$ cat src/rtl/falling_edge_gen.sv
// Programmable falling-edge train generator: N periods of H cycles high then L cycles low.
// Optional abort input enabled by defining FALLING_EDGE_GEN_ABORT_EN.
module falling_edge_gen #(
    parameter int CNT_W = 16,
    parameter int NUM_W = 8
) (
    input  logic             clk,
    input  logic             rst_n,
    input  logic             start,
    input  logic [CNT_W-1:0] high_cycles,
    input  logic [CNT_W-1:0] low_cycles,
    input  logic [NUM_W-1:0] num_edges,
`ifdef FALLING_EDGE_GEN_ABORT_EN
    input  logic             abort,
`endif
    output logic             sig_out,
    output logic             busy,
    output logic             done,
    output logic             edge_strobe,
    output logic [1:0]       state_dbg
);

    typedef enum logic [1:0] {
        IDLE = 2'd0,
        HIGH = 2'd1,
        LOW  = 2'd2
    } state_t;

    state_t           state, state_next;
    logic [CNT_W-1:0] cnt, cnt_next;
    logic [CNT_W-1:0] hi_len, hi_next;
    logic [CNT_W-1:0] lo_len, lo_next;
    logic [NUM_W-1:0] num_len, num_next;
    logic [NUM_W-1:0] edge_cnt, edge_next;
    logic             done_q, done_next;
    logic             strobe_q, strobe_next;
    logic             abort_req;

`ifdef FALLING_EDGE_GEN_ABORT_EN
    assign abort_req = abort;
`else
    assign abort_req = 1'b0;
`endif

    // A zero duration is treated as a single cycle.
    function automatic logic [CNT_W-1:0] eff_len(input logic [CNT_W-1:0] x);
        return (x == '0) ? CNT_W'(1) : x;
    endfunction

    always_ff @(posedge clk or negedge rst_n) begin
        if (!rst_n) begin
            state    <= IDLE;
            cnt      <= '0;
            hi_len   <= '0;
            lo_len   <= '0;
            num_len  <= '0;
            edge_cnt <= '0;
            done_q   <= 1'b0;
            strobe_q <= 1'b0;
        end else begin
            state    <= state_next;
            cnt      <= cnt_next;
            hi_len   <= hi_next;
            lo_len   <= lo_next;
            num_len  <= num_next;
            edge_cnt <= edge_next;
            done_q   <= done_next;
            strobe_q <= strobe_next;
        end
    end

    // cnt holds the remaining cycles of the current phase minus one.
    always_comb begin
        state_next  = state;
        cnt_next    = cnt;
        hi_next     = hi_len;
        lo_next     = lo_len;
        num_next    = num_len;
        edge_next   = edge_cnt;
        done_next   = 1'b0;
        strobe_next = 1'b0;
        case (state)
            IDLE: begin
                if (start) begin
                    if (num_edges == '0) begin
                        done_next = 1'b1;
                    end else begin
                        hi_next    = eff_len(high_cycles);
                        lo_next    = eff_len(low_cycles);
                        num_next   = num_edges;
                        edge_next  = '0;
                        cnt_next   = eff_len(high_cycles) - CNT_W'(1);
                        state_next = HIGH;
                    end
                end
            end
            HIGH: begin
                if (abort_req) begin
                    state_next = IDLE;
                    cnt_next   = '0;
                    done_next  = 1'b1;
                end else if (cnt == '0) begin
                    state_next  = LOW;
                    cnt_next    = lo_len - CNT_W'(1);
                    edge_next   = edge_cnt + NUM_W'(1);
                    strobe_next = 1'b1;
                end else begin
                    cnt_next = cnt - CNT_W'(1);
                end
            end
            LOW: begin
                if (abort_req) begin
                    state_next = IDLE;
                    cnt_next   = '0;
                    done_next  = 1'b1;
                end else if (cnt == '0) begin
                    if (edge_cnt == num_len) begin
                        state_next = IDLE;
                        done_next  = 1'b1;
                    end else begin
                        state_next = HIGH;
                        cnt_next   = hi_len - CNT_W'(1);
                    end
                end else begin
                    cnt_next = cnt - CNT_W'(1);
                end
            end
            default: begin
                state_next = IDLE;
                cnt_next   = '0;
            end
        endcase
    end

    // Outputs decode registered state only, so reset forces the line high at once.
    always_comb begin
        sig_out     = (state != LOW);
        busy        = (state != IDLE);
        done        = done_q;
        edge_strobe = strobe_q;
        state_dbg   = state;
    end

endmodule
$ cat config.mk
export PLATFORM = sky130hd
export DESIGN_NAME = falling_edge_gen
export DESIGN_NICKNAME = d
export VERILOG_FILES = /design/src/rtl/falling_edge_gen.sv
export SDC_FILE = /design/constraint.sdc
export NUM_CORES = 1
export LEC_CHECK = 0
export ABC_CLOCK_PERIOD_IN_PS = 4000
export BUFFER_PORTS_ARGS = -buffer_cell sky130_fd_sc_hd__buf_2
export CORE_UTILIZATION = 55
export DETAILED_ROUTE_END_ITERATION = 7
export PLACE_DENSITY = 0.76
export SETUP_SLACK_MARGIN = 0.2
export SYNTH_ARGS = -nofsm -noshare
export SYNTH_HDL_FRONTEND = slang
export SYNTH_SLANG_ARGS = --single-unit
$ cat constraint.sdc
create_clock -name clk -period 4 [get_ports clk]
set_input_delay 0.4 -clock clk [delete_from_list [all_inputs] [get_ports clk]]
set_output_delay 0.4 -clock clk [all_outputs]
set_load 0.05 [all_outputs]
* After elaboration in Yosys (flattened, before gate mapping) *
Index checks and enable logic that the tools add are counted.

cells by class
  $add $sub $neg = 5
  eq/ne operators = 9
  mux-type cells = 25
  bitwise operators = 1
  reductions and logical operators = 11

operators by type and width
  cell                                                 number
  2-to-1 mux 16 bit                                    7
  subtractor 16 x 1 -> 16 bit (second input constant)  4
  zero test 16 bit                                     3
  one-hot mux 16 bit (3 select lines)                  1
  2-to-1 mux 8 bit                                     3
  one-hot mux 8 bit (2 select lines)                   1
  inequality test 2 bit (second input constant)        5
  adder 8 x 1 -> 8 bit (second input constant)         1
  == test 8 bit                                        1
  zero test 8 bit                                      1
  2-to-1 mux 2 bit                                     4
  AND reduction 4 bit                                  2
  2-to-1 mux 1 bit                                     7
  one-hot mux 2 bit (3 select lines)                   1
  AND reduction 3 bit                                  2
  nonzero test 2 bit                                   2
  inequality test 3 bit (second input constant)        1
  == test 2 x 1 -> 1 bit (second input constant)       1
  == test 2 bit (second input constant)                1
  zero test 2 bit                                      1
  one-hot mux 1 bit (2 select lines)                   1
  inverter 1 bit                                       1

word-level totals
  register bits after elaboration = 68
  bits of input ports = 43
  output and inout bits = 6
  logic and storage cells = 59

* Logic depth before layout (Yosys ltp) *
Gate-level depths: netlist of run 1.

  depth in word-level cells = 6
  depth in mapped cells = 10
  mapped depth without buffers = 10

* Worst setup path before layout of run 1 *
Ideal clock, no wire load.

  kind = register -> register
  from = register state[0] (netlist: state_dbg[0])
  to = register edge_cnt[7]
  setup time = 0.132 ns
  arrival = 2.504 ns
  data required time = 3.868 ns
  slack = 1.364 ns
  cell stages (with the launch flop) = 9
  path buffers = 1
  period minus slack after synthesis = 2.636 ns
  cell sequence = dfrtp_1 -> clkbuf_1 -> nor2_1 -> inv_1 -> a211oi_1 -> a21oi_2 -> and4bb_1 -> xnor2_1 -> nor2_1

between the ends
  word-level cells in the longest chain between the ends = 3
  elaborated cells between the ends (all ways) = 8
  those cells by class = eq/ne: 4; mux: 1; reduce/logical: 3

RTL lines
  element                                                                              RTL line  RTL
  from (decl)                                                                          29        state_t state, state_next;
  from (signal assigned)                                                               61        state <= state_next;
  == test 2 x 1 -> 1 bit / zero test 2 bit (equally long branches)                     82        case (state)
  inequality test 2 bit (no source line) / nonzero test 2 bit (equally long branches)  -
  AND reduction 4 bit (no source line)                                                 -
  to (signal assigned)                                                                 66        edge_cnt <= edge_next;
  to (decl)                                                                            34        logic [NUM_W-1:0] edge_cnt, edge_next;

Parallel ways exist; a longest one is shown, timed or not.
A chain may end at the register's enable or synchronous reset.

* Final worst setup path of run 1 *
  from = register cnt[0]
  to = register cnt[0]

between the ends
  word-level cells in the longest chain between the ends = 3
  elaborated cells between the ends (all ways) = 7
  those cells by class = add/sub: 1; eq/ne: 1; mux: 3; reduce/logical: 2

RTL lines
  element                                                                            RTL line  RTL
  from (decl)                                                                        30        logic [CNT_W-1:0] cnt, cnt_next;
  from (signal assigned)                                                             62        cnt <= cnt_next;
  subtractor 16 x 1 -> 16 bit / zero test 16 bit (equally long branches)             -
  2-to-1 mux 16 bit (tied with other cells)                                          116       end else if (cnt == '0) begin
  one-hot mux 16 bit (3 select lines) / AND reduction 3 bit (equally long branches)  -

Parallel ways exist; a longest one is shown, timed or not.

==> flow_results.xml, run 1 <==
<?xml version="1.0" encoding="UTF-8"?>
<metrics>
  <group name="worst_setup_path">
    <metric name="cpPeakStageDelay" unit="ns">0.57</metric>
    <metric name="end_kind" unit="">register</metric>
    <metric name="critical_path.cell_chain" unit="">inv_1, ha_1, nor4b_1, nand4_1, buf_4, nor3_2, o21ai_1, o311ai_0, a2bb2oi_1</metric>
    <metric name="worst-path-max-fanout" unit="">15</metric>
    <metric name="setup.worst_path.class" unit="">reg -&gt; reg</metric>
    <metric name="critPathLaunchType" unit="">register</metric>
    <metric name="critical_path.slowest_cell" unit="">nor4b_1</metric>
    <metric name="critical_path_data_arrival_time" unit="ns">3.27</metric>
    <metric name="crit_required" unit="ns">4.29</metric>
  </group>
  <group name="cells_and_area">
    <metric name="n_antenna_cell" unit="">0</metric>
    <metric name="nets" unit="">647</metric>
    <metric name="syn_to_final_growth" unit="%">12.2</metric>
    <metric name="post_route_cells_drive_above_1_share" unit="">0.134</metric>
    <metric name="finalCoreUtilization" unit="">0.641</metric>
  </group>
  <group name="clock_tree">
    <metric name="cts_max_path_buffers" unit="">2</metric>
    <metric name="post_cts_hold_buffer_count" unit="">0</metric>
    <metric name="post-cts-setup-buffer-count" unit="">0</metric>
    <metric name="postCtsResizedCells" unit="">0</metric>
    <metric name="cts.clk_slew.worst_paths" unit="ns">0.09</metric>
    <metric name="tritoncts.num_buffers" unit="">9</metric>
    <metric name="cts.htree.levels" unit="">3</metric>
    <metric name="clock_net_sink_count" unit="">68</metric>
    <metric name="ctsRootBufferMaster" unit="">clkbuf_8</metric>
    <metric name="cts_tree" unit="">done</metric>
    <metric name="clk_latency" unit="ns">0.36</metric>
  </group>
  <group name="floorplanning">
    <metric name="std_cell_rows" unit="">32</metric>
    <metric name="floorplan.core_area" unit="mm^2">0.00781</metric>
    <metric name="design.die.area" unit="mm^2">0.00848</metric>
    <metric name="design.portCount" unit="">49</metric>
    <metric name="initial_core_util" unit="">0.572</metric>
    <metric name="die_h" unit="um">92.1</metric>
    <metric name="floorplan.die.width" unit="um">92.1</metric>
  </group>
  <group name="detailed_routing">
    <metric name="via_per_inst" unit="">6.32</metric>
    <metric name="starting_drc_count_in_detailed_routing" unit="">344</metric>
    <metric name="firstDrtPassIters" unit="">5</metric>
    <metric name="drtAntennaViolNets" unit="">0</metric>
    <metric name="remaining_design_rule_violation_count" unit="">0</metric>
    <metric name="drt-wirelength-per-cell" unit="um">17.9</metric>
    <metric name="route.vias.total" unit="">4455</metric>
    <metric name="wl" unit="um">12600</metric>
  </group>
  <group name="synthesis">
    <metric name="synth.distinct_cells" unit="">62</metric>
    <metric name="synth.most_common_cell" unit="">nand2_1</metric>
    <metric name="synth_warnings" unit="">0</metric>
    <metric name="synth.area.top_cells" unit="">dfrtp_1 (38%), nand2_1 (12%), xnor2_1 (4.9%)</metric>
    <metric name="synth_area_leader_cell" unit="">dfrtp_1</metric>
    <metric name="top_post_synthesis_cells_by_count" unit="">nand2_1 (143), dfrtp_1 (68), nor2_1 (40), a21oi_1 (32), xnor2_1 (25)</metric>
    <metric name="synthesis.instances" unit="">554</metric>
    <metric name="synth_area" unit="mm^2">0.00446</metric>
    <metric name="synth_top_area_share" unit="">0.381</metric>
    <metric name="synth_edf_count" unit="">0</metric>
    <metric name="synth_ff_type" unit="">dfrtp_1</metric>
    <metric name="synth-seq-cells" unit="">68</metric>
    <metric name="synth_fp_nets" unit="">603</metric>
    <metric name="avgSynthCellArea" unit="um^2">8.06</metric>
    <metric name="yosysSeqAreaShare" unit="">0.381</metric>
    <metric name="synthArstFlopShare" unit="">1.00</metric>
  </group>
  <group name="global_routing">
    <metric name="overflow" unit="">0</metric>
    <metric name="vias_in_the_first_global_route" unit="">4207</metric>
    <metric name="global_route_wire_length_before_repair" unit="um">20600</metric>
    <metric name="antenna_found_initial" unit="">0</metric>
    <metric name="grt_usage" unit="">0.318</metric>
    <metric name="grt_start_max_net_pins" unit="">44</metric>
  </group>
  <group name="power">
    <metric name="total_leakage_power" unit="uW">0.00214</metric>
    <metric name="worst_ir_drop_vdd" unit="V">0.000244</metric>
    <metric name="power_density" unit="mW/mm^2">295</metric>
    <metric name="fin_total_pwr" unit="uW">1480</metric>
  </group>
  <group name="timing">
    <metric name="finalMaxSlewViolations" unit="">0</metric>
    <metric name="maxClockFrequency" unit="GHz">0.335</metric>
    <metric name="layout_worst_path_cycle_share" unit="">0.746</metric>
    <metric name="setup_tns" unit="ns">0</metric>
    <metric name="final_setup_violation_count" unit="">0</metric>
    <metric name="min_period" unit="ns">2.99</metric>
    <metric name="maxSlewHeadroom" unit="">0.238</metric>
    <metric name="tightest_slew" unit="ns">1.14</metric>
    <metric name="hold_viol_final" unit="">0</metric>
    <metric name="worst_slack" unit="ns">1.01</metric>
    <metric name="finClkSkew" unit="ns">0.00903</metric>
    <metric name="grt_setup_unrepaired" unit="">no</metric>
  </group>
  <group name="outcome">
    <metric name="outcome" unit="">completed</metric>
  </group>
  <group name="placement">
    <metric name="placement.setup.worst_slack" unit="ns">0.951</metric>
    <metric name="detail_placement_hpwl" unit="um">9360</metric>
    <metric name="buffer_ports.inserted" unit="">48</metric>
    <metric name="gpl.final_weighted_congestion" unit="">1.06</metric>
  </group>
  <group name="worst_hold_path">
    <metric name="hold_path_class" unit="">in -&gt; async</metric>
  </group>
  <group name="job">
    <metric name="maxcap_viol_count" unit="">0</metric>
  </group>
</metrics>
[path summary, 6_finish.rpt]
kind | startpoint | endpoint | slack, ns | cells after the start
min | rst_n | hi_len[13] | 0.22 | 1
min reg2reg | num_len[5] | num_len[5] | 0.50 | 2
max reg2reg | cnt[0] | cnt[0] | 1.01 | 9
min in group clk | low_cycles[2] | lo_len[2] | 0.25 | 3
max | cnt[0] | cnt[0] | 1.01 | 9
max in group asynchronous | rst_n | lo_len[4] | 2.88 | 2
[flip-flops by register name, indices dropped and copies added, names as in the netlist]
signal,flops
num_len,8
cnt,16
done,1
state_dbg,2
edge_strobe,1
lo_len,16
hi_len,16
edge_cnt,8
[power by group]
part / internal (uW) / total [uW] / switching (uW)
clock: 291 / 596 / 305
sequential: 711 / 744 / 32.3
combinational: 58.1 / 140 / 82.1
total: 1060 / 1480 / 419
[critical path, delay by kind of cell (launching register included)]
family / cells / cell delay, ns
adder cells (fa/ha/maj): 1 / 0.20
flip-flops: 1 / 0.44
AO/OA/AOI/OAI: 3 / 0.91
buffers and inverters: 2 / 0.37
AND/OR/NAND/NOR: 3 / 1.00
[metrics by stage]
stage / hold WS [ns] / cells / area (um^2)
2_1_floorplan: 0.104 / 554 / 4460
3_3_place_gp: 0.485 / 689 / 4810
3_5_place_dp: 0.484 / 689 / 4810
4_1_cts: 0.241 / 705 / 5010
5_1_grt: 0.242 / 705 / 5010
6_report: 0.217 / 705 / 5010
[cell type report]
type,instances,area [um^2]
multi-input cells,452,2640
well taps,102,128
repair buffers,56,300
flip-flops and latches,68,1700
fillers,707,2800
clock inverters,7,75.1
inverters,11,41.3
clock buffers,9,124
[kinds of logic (layout without fill, tap and decap cells)]
group / after synthesis / after routing / share of synthesized area
xor gates and xnor gates: 46 / 46 / 0.0902
AOI/OAI and AO/OA: 123 / 123 / 0.179
DFF: 68 / 68 / 0.381
buffers and inverters: 34 / 83 / 0.0308
adders and majority gates: 6 / 6 / 0.0168
and+or+nand+nor: 276 / 276 / 0.300
muxes: 1 / 1 / 0.00224
[metal layers]
layer	vias up	track usage	wire [um]
met5	-	0	0
met4	0	0.185	634
met3	50	0.0597	934
met2	236	0.498	5730
met1	2086	0.410	5330
li1	2083	-	-
[layout by cell type (no fill, tap or decap), types with 3 or more instances in the layout]
master and instances:
nand2_1 143, dfrtp_1 68, buf_2 48, nor2_1 40
a21oi_1 32, xnor2_1 25, xor2_1 21, o21ai_0 17
nor4_1 16, nor3_1 14, or4_1 14, a31oi_1 13
inv_1 11, o22ai_1 10, clkbuf_8 9, nand3_1 8
or3_1 8, buf_4 8, nand4_1 6, o21ai_1 6
ha_1 6, nand2b_1 4, a311oi_1 4, o31ai_1 4
o41ai_1 4, o211ai_1 4, and3_1 3, a221o_1 3
o31a_1 3, clkinvlp_4 3
Power figures use the tool's default switching activity.
==> run 2: changes to the inputs <==
--- a/config.mk
+++ b/config.mk
@@ -5,7 +5,7 @@
 export SDC_FILE = /design/constraint.sdc
 export NUM_CORES = 1
 export LEC_CHECK = 0
-export ABC_CLOCK_PERIOD_IN_PS = 4000
+export ABC_CLOCK_PERIOD_IN_PS = 3000
 export BUFFER_PORTS_ARGS = -buffer_cell sky130_fd_sc_hd__buf_2
 export CORE_UTILIZATION = 55
 export DETAILED_ROUTE_END_ITERATION = 7
==> constraint.sdc (replaced) <==
create_clock -name clk -period 3 [get_ports clk]
set_input_delay 0.3 -clock clk [delete_from_list [all_inputs] [get_ports clk]]
set_output_delay 0.3 -clock clk [all_outputs]
set_load 0.05 [all_outputs]
==> flow_results.xml, run 2 (synthesized netlist as in run 1, its figures left out) <==
<?xml version="1.0" encoding="UTF-8"?>
<metrics>
  <group name="outcome">
    <metric name="outcome" unit="">completed</metric>
  </group>
  <group name="detailed_routing">
    <metric name="via_per_inst" unit="">6.16</metric>
    <metric name="drtAntennaViolNets" unit="">0</metric>
    <metric name="route.vias.total" unit="">4407</metric>
    <metric name="firstDrtPassIters" unit="">5</metric>
    <metric name="wl" unit="um">12700</metric>
    <metric name="remaining_design_rule_violation_count" unit="">0</metric>
    <metric name="starting_drc_count_in_detailed_routing" unit="">360</metric>
    <metric name="drt-wirelength-per-cell" unit="um">17.8</metric>
  </group>
  <group name="clock_tree">
    <metric name="ctsRootBufferMaster" unit="">clkbuf_8</metric>
    <metric name="cts.htree.levels" unit="">3</metric>
    <metric name="cts_max_path_buffers" unit="">2</metric>
    <metric name="tritoncts.num_buffers" unit="">9</metric>
    <metric name="cts.clk_slew.worst_paths" unit="ns">0.08</metric>
    <metric name="clock_net_sink_count" unit="">68</metric>
    <metric name="cts_tree" unit="">done</metric>
    <metric name="clk_latency" unit="ns">0.36</metric>
  </group>
  <group name="floorplanning">
    <metric name="die_h" unit="um">92.1</metric>
    <metric name="std_cell_rows" unit="">32</metric>
    <metric name="floorplan.core_area" unit="mm^2">0.00781</metric>
    <metric name="design.die.area" unit="mm^2">0.00848</metric>
    <metric name="floorplan.die.width" unit="um">92.1</metric>
    <metric name="initial_core_util" unit="">0.572</metric>
    <metric name="design.portCount" unit="">49</metric>
  </group>
  <group name="worst_setup_path">
    <metric name="crit_required" unit="ns">3.25</metric>
    <metric name="critical_path_data_arrival_time" unit="ns">2.91</metric>
    <metric name="setup.worst_path.class" unit="">reg -&gt; reg</metric>
    <metric name="critPathLaunchType" unit="">register</metric>
    <metric name="worst-path-max-fanout" unit="">16</metric>
    <metric name="end_kind" unit="">register</metric>
  </group>
  <group name="timing">
    <metric name="maxSlewHeadroom" unit="">0.412</metric>
    <metric name="setup_tns" unit="ns">0</metric>
    <metric name="final_setup_violation_count" unit="">0</metric>
    <metric name="finClkSkew" unit="ns">0.0110</metric>
    <metric name="finalMaxSlewViolations" unit="">0</metric>
    <metric name="min_period" unit="ns">2.65</metric>
    <metric name="maxClockFrequency" unit="GHz">0.377</metric>
    <metric name="layout_worst_path_cycle_share" unit="">0.885</metric>
    <metric name="grt_setup_unrepaired" unit="">no</metric>
    <metric name="tightest_slew" unit="ns">0.881</metric>
    <metric name="hold_viol_final" unit="">0</metric>
  </group>
  <group name="placement">
    <metric name="gpl.final_weighted_congestion" unit="">1.00</metric>
    <metric name="buffer_ports.inserted" unit="">48</metric>
    <metric name="detail_placement_hpwl" unit="um">9390</metric>
  </group>
  <group name="cells_and_area">
    <metric name="nets" unit="">658</metric>
    <metric name="n_antenna_cell" unit="">0</metric>
    <metric name="layout_top_registers" unit="">cnt: 16 flops, hi_len: 16 flops, lo_len: 16 flops</metric>
    <metric name="syn_to_final_growth" unit="%">15.2</metric>
    <metric name="post_route_cells_drive_above_1_share" unit="">0.153</metric>
    <metric name="layout_commonest_cell" unit="">nand2_1</metric>
    <metric name="layout_common_cells" unit="">nand2_1 (143), dfrtp_1 (68), buf_2 (48)</metric>
  </group>
  <group name="global_routing">
    <metric name="antenna_found_initial" unit="">0</metric>
    <metric name="grt_start_max_net_pins" unit="">69</metric>
    <metric name="vias_in_the_first_global_route" unit="">4240</metric>
    <metric name="overflow" unit="">0</metric>
    <metric name="global_route_wire_length_before_repair" unit="um">20800</metric>
    <metric name="grt_usage" unit="">0.321</metric>
  </group>
  <group name="power">
    <metric name="fin_total_pwr" unit="uW">2040</metric>
    <metric name="power_density" unit="mW/mm^2">397</metric>
    <metric name="total_leakage_power" unit="uW">0.00222</metric>
    <metric name="worst_ir_drop_vdd" unit="V">0.000314</metric>
  </group>
  <group name="job">
    <metric name="maxcap_viol_count" unit="">0</metric>
  </group>
  <group name="worst_hold_path">
    <metric name="hold_path_class" unit="">in -&gt; async</metric>
  </group>
</metrics>
[run 2: changes by cell type in the layout (fill, tap and decap cells not counted), sizes merged]
cell / previous run / this run
inv: 13 / 11
bufinv: 1 / 2
clkbuf: 9 / 10
buf: 56 / 67
[run 2: stage by stage]
step | worst slack (ns) | hold WS, ns | area (um^2) | cells | utilization
floorplan | 0.364 | 0.00441 | 4460 | 554 | -
global placement | 0.202 | 0.485 | 4900 | 700 | 0.628
detailed placement | 0.117 | 0.490 | 4900 | 700 | 0.628
CTS | 0.278 | 0.131 | 5130 | 716 | 0.657
global route | 0.214 | 0.129 | 5140 | 716 | 0.659
finish | 0.346 | 0.103 | 5140 | 716 | 0.659
[run 2: power by group]
part,total [uW],leakage [uW],internal (uW),switching (uW)
combinational,185,0.00128,78.8,107
sequential,993,0.000835,949,44.3
clock,865,0.000105,489,377
[run 2: critical path, cell delays in order, from the launching register on]
cell and delay [ns]:
dfrtp_1 0.45, inv_1 0.15, ha_1 0.22, or4b_4 0.53, nor4_4 0.32, buf_6 0.22
nand2_1 0.13, a31oi_1 0.18, o211ai_1 0.14, a21boi_1 0.20
[run 2: area by class of cell]
| cell class | instances | area, um^2 |
|---|---|---|
| clock inverters | 6 | 87.6 |
| fillers | 682 | 2670 |
| repair buffers | 67 | 399 |
| flip-flops and latches | 68 | 1700 |
| multi-input cells | 452 | 2650 |
| clock buffers | 10 | 138 |
| inverters | 11 | 41.3 |
| well taps | 102 | 128 |
[run 2: routing by layer]
layer  share of wire  vias to the layer above  track usage  wire, um
met3           0.070                       29       0.0556       894
met4           0.037                        0        0.164       474
li1                -                     2107            -         -
met2            0.47                      216        0.513      5920
met5               0                        -            0         0
met1            0.43                     2055        0.417      5430
[run 2: path summary, 6_finish.rpt]
check / from / slack [ns] / to / cells after the start
worst max-delay path: cnt[0] / 0.35 / cnt[1] / 9
worst min-delay path: rst_n / 0.10 / hi_len[7] / 2
worst max register to register: cnt[0] / 0.35 / cnt[1] / 9
worst min register to register: num_len[6] / 0.50 / num_len[6] / 2
max in group asynchronous: rst_n / 2.28 / cnt[11] / 2
min in group clk: low_cycles[11] / 0.14 / lo_len[11] / 3
[run 2: repair_timing]
action	CTS	global route
setup endpoints to repair	0	14
buffers inserted	0	0
hold buffers	0	0
gates resized for setup	0	3
